<file path="config.mk">
export PLATFORM = sky130hd
export DESIGN_NAME = symbol_decoder_flat
export DESIGN_NICKNAME = d
export VERILOG_FILES = /design/src/rtl/symbol_pkg.sv /design/src/rtl/symbol_decoder_if.sv /design/src/rtl/sym_fifo.sv /design/src/rtl/symbol_decoder.sv /design/src/flat_wrapper.sv
export SDC_FILE = /design/constraint.sdc
export NUM_CORES = 1
export LEC_CHECK = 0
export CORE_UTILIZATION = 44
export DETAILED_ROUTE_END_ITERATION = 16
export GPL_TIMING_DRIVEN = 0
export PLACE_DENSITY = 0.69
export SETUP_SLACK_MARGIN = 0.3
export SLEW_MARGIN = 20
export SYNTH_ARGS = -nofsm -noshare
export SYNTH_HDL_FRONTEND = slang
export SYNTH_SLANG_ARGS = --single-unit
</file>
<file path="constraint.sdc">
create_clock -name i_clk -period 3.5 [get_ports i_clk]
set_input_delay 0.525 -clock i_clk [delete_from_list [all_inputs] [get_ports i_clk]]
set_output_delay 0.525 -clock i_clk [all_outputs]
set_load 0.01 [all_outputs]
</file>
<file path="src/rtl/symbol_pkg.sv">
// Shared symbol definitions for the 2-bit line code, used by both the
// encoder and the decoder sides of the link.
package symbol_pkg;

    // Line symbol codes
    localparam logic [1:0] SYM_ILLEGAL = 2'd0;
    localparam logic [1:0] SYM_FILL    = 2'd1;
    localparam logic [1:0] SYM_ONE     = 2'd2;
    localparam logic [1:0] SYM_ZERO    = 2'd3;

    // Receiver sync state
    typedef enum logic {
        HUNT   = 1'b0,
        LOCKED = 1'b1
    } sym_state_t;

    // Map a data symbol to its bit value (only meaningful for SYM_ONE/SYM_ZERO)
    function automatic logic sym_to_bit(input logic [1:0] sym);
        return (sym == SYM_ONE);
    endfunction

endpackage

</file>
<file path="src/rtl/symbol_decoder_if.sv">
// Handshake bundle for symbol_decoder: symbol input stream, decoded bit
// output stream and status/error outputs.
interface symbol_decoder_if;

    logic       in_valid;
    logic [1:0] in_sym;
    logic       in_ready;
    logic       out_valid;
    logic       out_bit;
    logic       out_ready;
    logic       locked;
    logic       err_pulse;
    logic [7:0] err_count;

    // Upstream/downstream environment side
    modport master (
        output in_valid, in_sym, out_ready,
        input  in_ready, out_valid, out_bit, locked, err_pulse, err_count
    );

    // Decoder side
    modport slave (
        input  in_valid, in_sym, out_ready,
        output in_ready, out_valid, out_bit, locked, err_pulse, err_count
    );

endinterface

</file>
<file path="src/rtl/sym_fifo.sv">
// Small 1-bit-wide synchronous FIFO with wrapping pointers and an
// occupancy count. Head entry is presented combinationally on o_dout
// (forced to 0 while empty so the output is defined after reset).
module sym_fifo #(
    parameter  int DEPTH = 4,
    localparam int AW    = $clog2(DEPTH),
    localparam int CW    = $clog2(DEPTH) + 1
) (
    input  logic          i_clk,
    input  logic          i_rst_n,
    input  logic          i_push,
    input  logic          i_din,
    input  logic          i_pop,
    output logic          o_dout,
    output logic [CW-1:0] o_count,
    output logic          o_full,
    output logic          o_empty
);

    logic          r_mem [DEPTH];
    logic [AW-1:0] r_wr_ptr;
    logic [AW-1:0] r_rd_ptr;
    logic [CW-1:0] r_count;
    logic          w_push;
    logic          w_pop;

    assign o_full   = (r_count == CW'(DEPTH));
    assign o_empty  = (r_count == '0);
    assign o_count  = r_count;
    assign w_push   = i_push && !o_full;
    assign w_pop    = i_pop && !o_empty;
    assign o_dout   = o_empty ? 1'b0 : r_mem[r_rd_ptr];

    // Storage write; contents need no reset since count gates visibility
    always_ff @(posedge i_clk) begin
        if (w_push) begin
            r_mem[r_wr_ptr] <= i_din;
        end
    end

    // Pointer and occupancy tracking; power-of-two depth gives natural wrap
    always_ff @(posedge i_clk or negedge i_rst_n) begin
        if (!i_rst_n) begin
            r_wr_ptr <= '0;
            r_rd_ptr <= '0;
            r_count  <= '0;
        end else begin
            if (w_push) begin
                r_wr_ptr <= r_wr_ptr + 1'b1;
            end
            if (w_pop) begin
                r_rd_ptr <= r_rd_ptr + 1'b1;
            end
            case ({w_push, w_pop})
                2'b10:   r_count <= r_count + 1'b1;
                2'b01:   r_count <= r_count - 1'b1;
                default: r_count <= r_count;
            endcase
        end
    end

endmodule

</file>
<file path="src/rtl/symbol_decoder.sv">
// Receive-side 2-bit symbol decoder: hunts for fill-symbol sync, maps data
// symbols to bits into an output FIFO, flags and counts illegal symbols.
// Optional feature macro: SYMBOL_DECODER_ERRCNT_EN enables the 8-bit
// saturating illegal-symbol counter (otherwise err_count reads 0).
module symbol_decoder
    import symbol_pkg::*;
#(
    parameter int DEPTH    = 4,
    parameter int SYNC_LEN = 3
) (
    input  logic            i_clk,
    input  logic            i_rst_n,
    symbol_decoder_if.slave bus
);

    localparam int         CW         = $clog2(DEPTH) + 1;
    localparam logic [3:0] SYNC_LEN_C = 4'(SYNC_LEN);

    sym_state_t    r_state;
    sym_state_t    w_state_next;
    logic [3:0]    r_sync_cnt;
    logic [3:0]    w_sync_next;
    logic          r_err_pulse;
    logic          w_accept;
    logic          w_push;
    logic          w_push_bit;
    logic          w_illegal;
    logic          w_fifo_full;
    logic          w_fifo_empty;
    logic [CW-1:0] w_fifo_count;

    // in_ready comes only from registered FIFO occupancy
    assign bus.in_ready  = !w_fifo_full;
    assign bus.out_valid = !w_fifo_empty;
    assign bus.locked    = (r_state == LOCKED);
    assign bus.err_pulse = r_err_pulse;
    assign w_accept      = bus.in_valid && !w_fifo_full;

    sym_fifo #(
        .DEPTH (DEPTH)
    ) u_fifo (
        .i_clk   (i_clk),
        .i_rst_n (i_rst_n),
        .i_push  (w_push),
        .i_din   (w_push_bit),
        .i_pop   (bus.out_ready),
        .o_dout  (bus.out_bit),
        .o_count (w_fifo_count),
        .o_full  (w_fifo_full),
        .o_empty (w_fifo_empty)
    );

    // State and sync counter registers
    always_ff @(posedge i_clk or negedge i_rst_n) begin
        if (!i_rst_n) begin
            r_state    <= HUNT;
            r_sync_cnt <= '0;
        end else begin
            r_state    <= w_state_next;
            r_sync_cnt <= w_sync_next;
        end
    end

    // Next-state, sync counting, push and illegal-symbol detection
    always_comb begin
        w_state_next = r_state;
        w_sync_next  = r_sync_cnt;
        w_push       = 1'b0;
        w_push_bit   = sym_to_bit(bus.in_sym);
        w_illegal    = 1'b0;
        if (w_accept) begin
            case (r_state)
                HUNT: begin
                    case (bus.in_sym)
                        SYM_FILL: begin
                            if (r_sync_cnt + 4'd1 == SYNC_LEN_C) begin
                                w_state_next = LOCKED;
                                w_sync_next  = '0;
                            end else begin
                                w_sync_next  = r_sync_cnt + 4'd1;
                            end
                        end
                        SYM_ONE, SYM_ZERO: begin
                            // data before lock is discarded
                            w_sync_next = '0;
                        end
                        default: begin
                            w_sync_next = '0;
                            w_illegal   = 1'b1;
                        end
                    endcase
                end
                LOCKED: begin
                    case (bus.in_sym)
                        SYM_ONE, SYM_ZERO: begin
                            w_push = 1'b1;
                        end
                        SYM_FILL: begin
                            // idle fill while locked carries no data
                        end
                        default: begin
                            w_illegal    = 1'b1;
                            w_state_next = HUNT;
                            w_sync_next  = '0;
                        end
                    endcase
                end
                default: begin
                    w_state_next = HUNT;
                    w_sync_next  = '0;
                end
            endcase
        end
    end

    // One-cycle registered error strobe per accepted illegal symbol
    always_ff @(posedge i_clk or negedge i_rst_n) begin
        if (!i_rst_n) begin
            r_err_pulse <= 1'b0;
        end else begin
            r_err_pulse <= w_illegal;
        end
    end

`ifdef SYMBOL_DECODER_ERRCNT_EN
    logic [7:0] r_err_count;

    // Saturating illegal-symbol counter
    always_ff @(posedge i_clk or negedge i_rst_n) begin
        if (!i_rst_n) begin
            r_err_count <= 8'd0;
        end else if (w_illegal && (r_err_count != 8'hFF)) begin
            r_err_count <= r_err_count + 8'd1;
        end
    end

    assign bus.err_count = r_err_count;
`else
    assign bus.err_count = 8'd0;
`endif

endmodule

</file>
<file path="src/flat_wrapper.sv">
// flat-port wrapper written by rule: the top's interface ports become plain ports
module symbol_decoder_flat import symbol_pkg::*;
#(
    parameter int DEPTH    = 4,
    parameter int SYNC_LEN = 3
)
  (i_clk, i_rst_n, bus_in_valid, bus_in_sym, bus_out_ready, bus_in_ready, bus_out_valid, bus_out_bit, bus_locked, bus_err_pulse, bus_err_count);
  symbol_decoder_if bus_i ();
  input  logic i_clk;
  input  logic i_rst_n;
  input wire logic [$bits(bus_i.in_valid)-1:0] bus_in_valid;
  input wire logic [$bits(bus_i.in_sym)-1:0] bus_in_sym;
  input wire logic [$bits(bus_i.out_ready)-1:0] bus_out_ready;
  output wire logic [$bits(bus_i.in_ready)-1:0] bus_in_ready;
  output wire logic [$bits(bus_i.out_valid)-1:0] bus_out_valid;
  output wire logic [$bits(bus_i.out_bit)-1:0] bus_out_bit;
  output wire logic [$bits(bus_i.locked)-1:0] bus_locked;
  output wire logic [$bits(bus_i.err_pulse)-1:0] bus_err_pulse;
  output wire logic [$bits(bus_i.err_count)-1:0] bus_err_count;
  assign bus_i.in_valid = bus_in_valid;
  assign bus_i.in_sym = bus_in_sym;
  assign bus_i.out_ready = bus_out_ready;
  assign bus_in_ready = bus_i.in_ready;
  assign bus_out_valid = bus_i.out_valid;
  assign bus_out_bit = bus_i.out_bit;
  assign bus_locked = bus_i.locked;
  assign bus_err_pulse = bus_i.err_pulse;
  assign bus_err_count = bus_i.err_count;
  symbol_decoder #(.DEPTH(DEPTH), .SYNC_LEN(SYNC_LEN)) u_core (.i_clk(i_clk), .i_rst_n(i_rst_n), .bus(bus_i));
endmodule
</file>
==> run_results.csv, run 1 <==
group,metric,value,unit
run_status,status,"finished clean",
clocking,cts_resized,0,
route,drt_iter0_markers,2,
final_layout,drive_gt1_share,16.8,%
floorplanning,fp.dieW,50.5,um
critical_path,crit_family,"simple AND/OR/NAND/NOR gates",
synth,ys_seq_area_share,43.0,%
placed_design,hpwl,1.21,mm
synth,async_flop_share,76.5,%
clocking,cts.clk_slew.worst_paths,100,ps
route,wirelength,1.62,mm
grt,grt_pass1_wl,2.95,mm
route,drc,0,
timing,min_period_over_period,71.5,%
route,vias_per_cell,4.84,
final_layout,area_delta_synth_final,17.3,%
synth,postSynthAreaPerCell,11.1,sq um
floorplanning,rows,17,
placed_design,gp_congestion,0.746,
critical_path,critical_path_buf_inv_count,4,
clocking,clock_sinks,17,
grt,grt_usage,15.8,%
timing,setup_viol,0,
clocking,numCtsBuffers,3,
timing,skew,1.88,ps
timing,slew_violations,0,
final_layout,final_nets,128,
floorplanning,core,2210,sq um
power_and_ir_drop,total_power,0.678,mW
synth,synth_edf_count,4,
grt,antenna_found_initial,0,
clocking,ctsHoldBuffers,0,
critical_path,crit_path_end_kind,"flip-flop",
timing,fin_setup_tns,0,ps
flow_run,cap_viol_max_count,0,
clocking,htreeDepth,1,
timing,max_freq,399,MHz
critical_path,critical_path.max_fanout,10,
synth,synthCells,93,
clocking,clock_latency,290,ps
grt,grt_overflow_total,0,
critical_path,cp.arrival,2730,ps
timing,finalHoldViolCount,0,
route,dr.pass1.iters,5,
grt,grt_pass1_vias,687,
synth,yosys_warnings,0,
critical_path,cpPeakStageDelay,440,ps
placed_design,io_buffer_count,9,
synth,ys_types,35,
power_and_ir_drop,ir_drop,297,uV
floorplanning,die_area,2550,sq um
critical_path,critPathLaunchType,"flip-flop",
route,wire_per_inst,11.5,um
critical_path,reg2reg_slack,1000,ps
critical_path,crit_chain,"or3b_1, buf_6, and4_4, buf_6, inv_1, ha_1, inv_1, fa_1, xor2_1, nor2_1, xor2_1",
synth,netlist_area,1030,sq um
clocking,cts_setup_buffers,0,
hold_path,hold_class,"reg2reg",
clocking,clock_path_buffers,2,
grt,grt_max_degree,14,
power_and_ir_drop,p_per_area,558,nW/um^2
route,route.vias.total,682,
timing,worst_slew_pin_slew,605,ps
power_and_ir_drop,leakagePower,0.564,nW
final_layout,n_antenna_cell,0,
critical_path,cp_data_required_time,3720,ps
critical_path,crit_type,"reg2reg",
timing,period_needed,2500,ps
floorplanning,num_io_pins,19,
clocking,cts_tree,"done",
route,postRouteAntennaNets,0,
clocking,root_buffer,"clkbuf_4",
timing,rsz0062_at_grt,"false",
floorplanning,start_util,46.8,%
critical_path,critPathSlowestCell,"dfrtp_1",
synth,synth.ff_latch_count,17,
timing,slew_headroom,59.5,%
floorplanning,die_height,50.5,um
synth,ys.flop_type,"dfrtp_1",
[layout make-up]
type	instances	area [sq um]
Multi-Input combinational cell	63	495
Fill cell	226	998
Tap cell	28	35.0
Buffer	11	86.3
Inverter	9	33.8
Clock inverter	1	5.00
Timing Repair Buffer	9	90.1
Sequential cell	17	445
Clock buffer	3	22.5
[worst paths after layout]
check                      cells after the start                   endpoint                       from
min in group asynchronous                      1  u_core.u_fifo.r_rd_ptr[1]                    i_rst_n
hold / removal                                 1  u_core.u_fifo.r_rd_ptr[1]  u_core.u_fifo.r_rd_ptr[1]
max in group asynchronous                      1       u_core.r_sync_cnt[0]                    i_rst_n
hold reg to reg                                1  u_core.u_fifo.r_rd_ptr[1]  u_core.u_fifo.r_rd_ptr[1]
setup reg to reg                              11   u_core.u_fifo.o_count[2]   u_core.u_fifo.o_count[0]
setup / recovery                              11   u_core.u_fifo.o_count[2]   u_core.u_fifo.o_count[0]
[synth_stat cells (all sizes together) (3+ instances only)]
cell type,instances,area (sq um)
dfrtp,13,325
buf,10,82.6
inv,9,33.8
ha,7,87.6
and2,5,31.3
edfxtp,4,120
nand3,4,20.0
o2bb2ai,4,35.0
nand2b,3,18.8
nor2,3,11.3
xnor2,3,26.3
xor2,3,26.3
[cells in the final DEF, fill, tap and decap left out, drive strengths merged, types with 2 or more instances in the layout]
cell type	instances
conb	8
clkbuf	4
and2	5
nor2	3
edfxtp	4
nand2	2
o21ai	2
ha	7
dfrtp	13
inv	9
buf	10
nand3	4
o2bb2ai	4
nand2b	3
xnor2	3
o2111ai	2
xor2	3
clkdlybuf4s50	9
[per-stage QoR]
step	std cells	cell area, sq um	hold slack [ps]	utilization (%)	worst slack, ps
finish	141	1210	497	54.9	996
global route	141	1210	542	54.9	842
CTS	141	1210	498	54.9	973
detailed placement	137	1190	482	53.6	919
global placement	137	1190	474	53.6	956
floorplan	100	1060	229	-	1120
[flip-flops by register name, indices dropped and copies added (netlist names)]
signal,count
u_core.u_fifo.o_count,3
u_core.r_sync_cnt,4
u_core.u_fifo.r_mem,4
u_core.u_fifo.r_rd_ptr,2
u_core.bus.locked,1
u_core.u_fifo.r_wr_ptr,2
u_core.bus.err_pulse,1
[logic make-up after synthesis]
family          synth area share (%)
compound gates                  10.2
fa+ha+maj                       10.4
mux                             3.63
flops                           43.0
xor+xnor                        5.08
other cells                    0.362
simple gates                    15.7
buf+inv                         11.6
[power by group]
group / internal (mW) / switching (mW) / leakage (nW)
Clock: 0.0425 / 0.0636 / 0.0177
Sequential: 0.251 / 0.0514 / 0.201
Combinational: 0.149 / 0.120 / 0.345
[layer usage]
layer	GRT usage, %	up-vias	wire length (um)
met3	5.45	2	93
li1	-	349	-
met5	0	-	0
met1	19.4	312	766
met4	4.17	0	13
met2	26.2	19	750
No activity file was read; power rests on OpenSTA's default activity.
==> run 2: changes to the inputs <==
==> constraint.sdc (replaced) <==
create_clock -name i_clk -period 2.4 [get_ports i_clk]
set_input_delay 0.36 -clock i_clk [delete_from_list [all_inputs] [get_ports i_clk]]
set_output_delay 0.36 -clock i_clk [all_outputs]
set_load 0.01 [all_outputs]
==> run 2 against run 1 <==
Net effect:
- critical path type unchanged
- global-route usage grew 0.44 points
- die area is the same
- clock power grew 41%
- power grew 58%
- critical endpoint unchanged
- largest power group is now combinational cells
- critical path depth is the same
- worst setup slack lost 800 ps
- flip-flop and latch count is the same
- combinational power grew 86%
==> run_results.csv, run 2 (synthesized netlist as in run 1, its figures left out) <==
group,metric,value,unit
route,drc,0,
clocking,clock_latency,280,ps
timing,max_freq,454,MHz
floorplanning,start_util,46.8,%
floorplanning,num_io_pins,19,
power_and_ir_drop,leakagePower,0.603,nW
final_layout,final_nets,135,
timing,slew_violations,0,
clocking,ctsHoldBuffers,0,
final_layout,mostFrequentLayoutCell,"buf_4",
floorplanning,die_height,50.5,um
power_and_ir_drop,p_per_area,834,nW/um^2
critical_path,cp.arrival,2410,ps
final_layout,final_util,58.1,%
timing,skew,2.68,ps
clocking,htreeDepth,1,
route,drt_iter0_markers,3,
clocking,clock_path_buffers,2,
floorplanning,die_area,2550,sq um
final_layout,fillers,212,
placed_design,io_buffer_count,9,
timing,fin_setup_tns,0,ps
clocking,cts.clk_slew.worst_paths,100,ps
placed_design,hpwl,1.22,mm
critical_path,crit_path_end_kind,"flip-flop",
floorplanning,fp.dieW,50.5,um
run_status,status,"finished clean",
floorplanning,core,2210,sq um
final_layout,drive_gt1_share,25.8,%
hold_path,hold_class,"in2async",
grt,grt_pass1_wl,3.04,mm
clocking,numCtsBuffers,3,
clocking,clock_sinks,17,
grt,grt_pass1_vias,742,
flow_run,cap_viol_max_count,0,
power_and_ir_drop,ir_drop,433,uV
route,wirelength,1.62,mm
timing,period_needed,2200,ps
grt,grt_overflow_total,0,
timing,slew_headroom,59.8,%
grt,grt_usage,16.2,%
final_layout,n_antenna_cell,0,
critical_path,critical_path.max_fanout,2,
grt,antenna_found_initial,0,
floorplanning,rows,17,
route,route.vias.total,708,
critical_path,cp_data_required_time,2610,ps
route,postRouteAntennaNets,0,
final_layout,final_cell_mix,"buf_4, dfrtp_1, conb_1",
clocking,root_buffer,"clkbuf_4",
critical_path,crit_type,"reg2reg",
placed_design,gp_congestion,0.740,
timing,worst_slew_pin_slew,601,ps
final_layout,area_delta_synth_final,24.3,%
route,wire_per_inst,11.0,um
timing,finalHoldViolCount,0,
timing,min_period_over_period,91.7,%
grt,grt_max_degree,14,
route,dr.pass1.iters,3,
clocking,cts_tree,"done",
critical_path,critPathLaunchType,"flip-flop",
route,vias_per_cell,4.78,
timing,setup_viol,0,
timing,rsz0062_at_grt,"true",
==> run 2: final cells by class <==
class / instances / area (sq um) / area share (%)
buffer: 11 / 86.3 / 6.71
clock buffer: 3 / 22.5 / 1.75
clock inverter: 1 / 5.00 / 0.389
inverter: 9 / 36.3 / 2.82
multi-input combinational: 63 / 513 / 39.9
sequential: 17 / 445 / 34.6
tap: 28 / 35.0 / 2.72
timing repair buffer: 16 / 143 / 11.1
==> run 2: per-layer routing <==
metal | part of all wire [%] | up-vias | GRT usage [%]
li1 | - | 364 | -
met1 | 48 | 325 | 20.9
met2 | 46 | 17 | 26.0
met3 | 4.8 | 2 | 3.64
met4 | 0.92 | 0 | 6.94
met5 | 0 | - | 0
==> run 2: worst paths after layout <==
path / start / to / slack, ps / cells past startpoint
max reg2reg: u_core.u_fifo.o_count[0] / u_core.u_fifo.o_count[2] / 200 / 11
max: u_core.u_fifo.o_count[0] / u_core.u_fifo.o_count[2] / 200 / 11
min: i_rst_n / u_core.u_fifo.r_rd_ptr[0] / 440 / 1
min in group i_clk: bus_in_valid / u_core.bus.err_pulse / 460 / 3
max in group asynchronous: i_rst_n / u_core.r_sync_cnt[3] / 1570 / 1
min reg2reg: u_core.u_fifo.r_rd_ptr[1] / u_core.u_fifo.r_rd_ptr[1] / 510 / 1
==> run 2: repair_timing <==
item,in CTS,in global routing
pin swaps,3,1
setup endpoints to repair,4,3
cloned,0,0
gates resized for setup,2,2
setup buffers,7,0
==> run 2: critical path, stage by stage (launching register included) <==
cell and delay (ps):
dfrtp_1 410, or3b_4 400, buf_6 120, and4_4 180
buf_6 110, inv_4 50, ha_4 130, inv_2 30
fa_2 320, xor2_1 140, nor2_1 110, xor2_1 140
==> run 2: power breakdown <==
group | switching, mW | internal (mW)
Clock | 0.0867 | 0.0618
Sequential | 0.0569 | 0.366
Combinational | 0.221 | 0.280
==> run 2: per-stage QoR <==
stage | area [sq um] | hold WS, ps | instances | total power [mW] | setup slack (ps)
after global routing | 1290 | 477 | 148 | 1.17 | 97.5
after global placement | 1200 | 475 | 137 | 0.848 | 108
after detailed placement | 1200 | 502 | 137 | 0.870 | 99.0
after CTS | 1280 | 456 | 148 | 1.08 | 179
final | 1290 | 443 | 148 | 1.07 | 199
after floorplan | 1080 | 64.4 | 100 | 0.736 | 187
